--- src/rtl/updown_mod_counter.sv ---
// Parametrised up/down modulo counter with load, wrap/saturate mode
// and a registered terminal-count flag.
module updown_mod_counter #(
    parameter int     WIDTH    = 16,
    parameter longint MODULUS  = 0,
    parameter bit     SATURATE = 1'b0
) (
    input  logic             clk,
    input  logic             clr,
    input  logic             Enable,
    input  logic             Load,
    input  logic [WIDTH-1:0] D,
    input  logic             Up,
    output logic [WIDTH-1:0] Q,
    output logic             TC,
    output logic             Zero
);

    localparam logic [WIDTH-1:0] MAX =
        (MODULUS == 0) ? {WIDTH{1'b1}} : WIDTH'(MODULUS - 1);

    logic [WIDTH:0]   inc;
    logic [WIDTH:0]   dec;
    logic             at_max;
    logic             at_zero;
    logic [WIDTH-1:0] q_next;
    logic             tc_next;
    logic             unused_carry;

    assign inc          = {1'b0, Q} + {{WIDTH{1'b0}}, 1'b1};
    assign dec          = {1'b0, Q} - {{WIDTH{1'b0}}, 1'b1};
    assign unused_carry = inc[WIDTH] ^ dec[WIDTH];

    // Boundaries come from equality, so non-power-of-2 moduli wrap exactly.
    assign at_max  = (Q == MAX);
    assign at_zero = (Q == '0);
    assign Zero    = at_zero;

    always_comb begin
        q_next  = Q;
        tc_next = 1'b0;
        if (clr) begin
            q_next = '0;
        end else if (Load) begin
            q_next = (D > MAX) ? MAX : D;
        end else if (Enable) begin
            if (Up) begin
                if (at_max) begin
                    q_next  = SATURATE ? MAX : '0;
                    tc_next = 1'b1;
                end else begin
                    q_next = inc[WIDTH-1:0];
                end
            end else begin
                if (at_zero) begin
                    q_next  = SATURATE ? '0 : MAX;
                    tc_next = 1'b1;
                end else begin
                    q_next = dec[WIDTH-1:0];
                end
            end
        end
    end

    always_ff @(posedge clk) begin
        Q  <= q_next;
        TC <= tc_next;
    end

endmodule
--- config.mk ---
export PLATFORM = sky130hd
export DESIGN_NAME = updown_mod_counter
export DESIGN_NICKNAME = d
export VERILOG_FILES = /design/src/rtl/updown_mod_counter.sv
export SDC_FILE = /design/constraint.sdc
export NUM_CORES = 1
export LEC_CHECK = 0
export BUFFER_PORTS_ARGS = -buffer_cell sky130_fd_sc_hd__buf_2
export CAP_MARGIN = 25
export CORE_MARGIN = 2
export CORE_UTILIZATION = 40
export CTS_CLUSTER_SIZE = 28
export DETAILED_ROUTE_END_ITERATION = 10
export PLACE_DENSITY = 0.6
export RECOVER_POWER = 100
export SLEW_MARGIN = 0
export SYNTH_ARGS = -nofsm -noshare
export SYNTH_HDL_FRONTEND = slang
export SYNTH_SLANG_ARGS = --single-unit
--- constraint.sdc ---
create_clock -name clk -period 3.3 [get_ports clk]
set_input_delay 0.66 -clock clk [delete_from_list [all_inputs] [get_ports clk]]
set_output_delay 0.66 -clock clk [all_outputs]
set_load 0.1 [all_outputs]
Yosys cells after proc, flatten, opt, wreduce, memory -nomap -nowiden

Cells that the tools add are included.

Input bits: 21
Flip-flop bits (word level): 17
Output and inout bits: 18
Word-level logic and storage cells: 19

Add/subtract/negate cells: 2
Magnitude comparators: 1
Eq/ne operators: 1
Reduce and logical (&&, ||, !) cells: 3
Bitwise gates (word level): 1
Mux-type cells: 9

Operators with widths:

| kind                                                                  | number |
|---|---|
| 16-bit 2-to-1 mux                                                     | 6 |
| 16-bit by 1-bit adder with 16-bit output (second input constant)      | 1 |
| 16-bit == test (second input constant)                                | 1 |
| 16-bit > comparator (second input constant)                           | 1 |
| 16-bit zero test                                                      | 1 |
| 16-bit by 1-bit subtractor with 16-bit output (second input constant) | 1 |
| 1-bit 2-to-1 mux                                                      | 3 |
| 3-bit OR reduction                                                    | 1 |
| 2-bit nonzero test                                                    | 1 |
| 1-bit NOT                                                             | 1 |

Longest topological paths before layout

Word-level depth: 5
Mapped depth: 10
Depth with buffers taken out: 8

Worst setup path before layout

Ideal clock, no wire load.

Kind: reg-to-output
Start: register Q[1]
End: output Zero
Slack: 107 ps
Arrival: 2533 ps
Path buffers: 2
Data required time: 2640 ps
Cell stages (with the launch flop): 8
Cells stage by stage: dfxtp_1 > clkbuf_1 > inv_1 > ha_1 > or3b_2 > or4_1 > buf_2 > inv_2

Cells in the longest elaborated chain, start to end: 1

RTL lines:

| item                   | RTL line | text |
|---|---|---|
| start, declared        | 14       | `output logic [WIDTH-1:0] Q,` |
| start signal, assigned | 66       | `Q <= q_next;` |
| 16-bit zero test       | 36       | `assign at_zero = (Q == '0);` |
| end, declared          | 16       | `output logic Zero` |

Every way passes these cells.

Worst setup path in the final report

Start: register Q[0]
End: output Zero

Same word-level chain as after synthesis.

==> impl_metrics.yaml <==
die:
  core_area_um2: 3970
  io_pins: 39
  row_count: 23
  start_util_pct: 41.6
  die_h_um: 68.2
  die_w_um: 68.2
  die-area_um2: 4660
run:
  maxCapViolCount: 0
cts:
  cts_tree: "done"
  clk_path_buf_depth: 2
  clock_sinks: 17
  holdBufCountCts: 0
  h-tree-depth: 1
  cts_buffers: 3
  clk_latency_ps: 260
  cts-root-buf: "clkbuf_8"
  clk_pin_slew_ps: 70
timing:
  slew_violations: 0
  maxSlewHeadroom_pct: 22.3
  finClkSkew_ps: 6.24
  fin_crit_ps: 3210
  layout_worst_path_cycle_share_pct: 97.2
  fin_setup_tns_ps: 0
  tightest_slew_ps: 1170
  rsz0062_at_grt: "no"
  max_freq_ghz: 0.312
  setup_viol: 0
  hold_viol_final: 0
global_route:
  grt_pass1_wl_um: 8620
  grt_antenna_before_repair: 0
  grt_overflow_total: 0
  grt_pass1_vias: 1636
  grt_max_degree: 28
  track_usage_pct: 24.9
layout:
  nFillCells: 442
  multi_input_area_um2: 1150
  drive_gt1_share_pct: 18.4
  syn_to_final_growth_pct: 15.1
  antenna_cells: 0
  regArea_um2: 340
  fin_nets: 291
synth:
  synth_edf_count: 0
  synth_area_um2: 1650
  synth-async-reset-ratio_pct: 0
  yosysTopAreaCellShare_pct: 20.6
  syn_inst: 233
  ys_seq_area_share_pct: 20.6
  synth_top_cell_by_area: "dfxtp_1"
  synth_warnings: 0
  ys.flop_type: "dfxtp_1"
  synthDistinctLibCells: 53
  yosysMostFrequentCell: "a21oi_1"
  avgSynthCellArea_um2: 7.08
  synth_nets: 257
  yosys_register_bits: 17
  synth_common_cells: "24 x a21oi_1, 17 x dfxtp_1, 17 x nor2_1, 17 x nor3_1"
  ys_top_cells_by_area: "dfxtp_1 21%, a21oi_1 7.3%, xnor2_1 5.3%, nor3_1 5.2%, nor2_1 3.9%"
routing:
  wl_per_cell_um: 17.4
  viasPerCell: 6.15
  via_count: 1942
  drtAntennaViolNets: 0
  drtIter0Drc: 129
  drcViolationCount: 0
  drt-pass1-iter-count: 4
  totalWireLength_um: 5490
pwr:
  power_mw: 0.751
  power.leakage_nw: 0.710
  powerDensity_nw_per_um2: 396
  ir_worst_vdd_v: 0.000196
worst_hold_path:
  holdCritPathClass: "flop to flop"
  holdPathStages: 2
  hold_end: "Q[12]"
  min_from: "Q[12]"
place:
  io_buffer_count: 38
  hpwl_um: 3960
  gp_congestion: 0.985
setup_path:
  r2r_start: "Q[0]"
  ff2ff_path_depth: 7
  cp_max_fo: 9
  required_ps: 2640
  critPathLaunchType: "flop"
  r2r-end: "Q[3]"
  critPathKind: "flop to primary output"
  end_kind: "primary output"
  arrival_ps: 2550
  reg2reg_slack_ps: 620
status:
  status: "finished, final reports clean"
## final cells by class
class | count | share of cell area [%]
Clock inverter | 1 | 0.264
Timing Repair Buffer | 49 | 13.4
Clock buffer | 3 | 2.17
Multi-Input combinational cell | 183 | 60.3
Tap cell | 50 | 3.29
Sequential cell | 17 | 17.9
Inverter | 13 | 2.57
## cell families after synthesis
group | after synthesis | synth area share, %
AND/OR/NAND/NOR | 97 | 31.9
XOR/XNOR | 14 | 7.43
flip-flops | 17 | 20.6
multiplexers | 1 | 0.682
adder cells (fa/ha/maj) | 3 | 2.27
buffers and inverters | 33 | 8.57
AO/OA/AOI/OAI | 68 | 28.5
## worst max path at each step
stage	startpoint	end	depth (start not counted)
finish	Q[0]	Zero	6
global placement	Q[0]	Zero	6
global route	Q[0]	Zero	6
floorplan	Q[1]	Zero	7
CTS	Q[0]	Zero	6
detailed placement	Q[0]	Zero	6
## sequential cells by signal, indices dropped and copies added (netlist names)
| name | cells |
|---|---|
| Q | 16 |
| TC | 1 |
## where the power goes
| group | switching [mW] | total [mW] | internal, mW | leakage [nW] |
|---|---|---|---|---|
| clock | 0.0805 | 0.165 | 0.0842 | 0.0255 |
| sequential | 0.0192 | 0.239 | 0.220 | 0.141 |
| combinational | 0.248 | 0.347 | 0.0993 | 0.544 |
## layer usage
layer	vias up	routed length, um	GRT usage [%]	share of wire (%)
li1	934	-	-	-
met1	899	2510	34.1	46
met2	98	2490	40.9	45
met3	11	431	4.93	7.8
met4	0	63	4.00	1.1
met5	-	0	0	0
## per-stage QoR
step	setup WS (ps)	instances	hold WS, ps	instance area (um^2)	util, %
detailed placement	288	312	591	1890	47.7
floorplan	107	233	808	1650	-
global route	1.73	316	631	1900	47.8
finish	93.3	316	611	1900	47.8
CTS	117	316	602	1940	48.9
global placement	372	312	588	1890	47.7
## critical path, stage by stage, from the launching register on
cell and delay [ps]:
dfxtp_1 390, inv_1 150, ha_1 200, or3b_2 480
or4_1 560, inv_2 180, buf_4 310
## cells in the final DEF, fill, tap and decap left out, drive strengths merged, types with 6 or more instances in the layout
cell    synthesis  final
dfxtp          17     17
buf             6     33
a21oi          25     25
nor4            6      6
o21ai          11     11
nor3           17     17
nor2           17     17
nand3          10     10
nand2          14     14
nand4           8      8
and3            6      6
xnor2          10     10
clkbuf         14     19
inv            13     13
## repair_timing
action | in CTS | in global routing
setup endpoints to repair | 1 | 0
resized for setup | 1 | 0
setup buffers | 0 | 0
No activity file was read; power rests on OpenSTA's default activity.
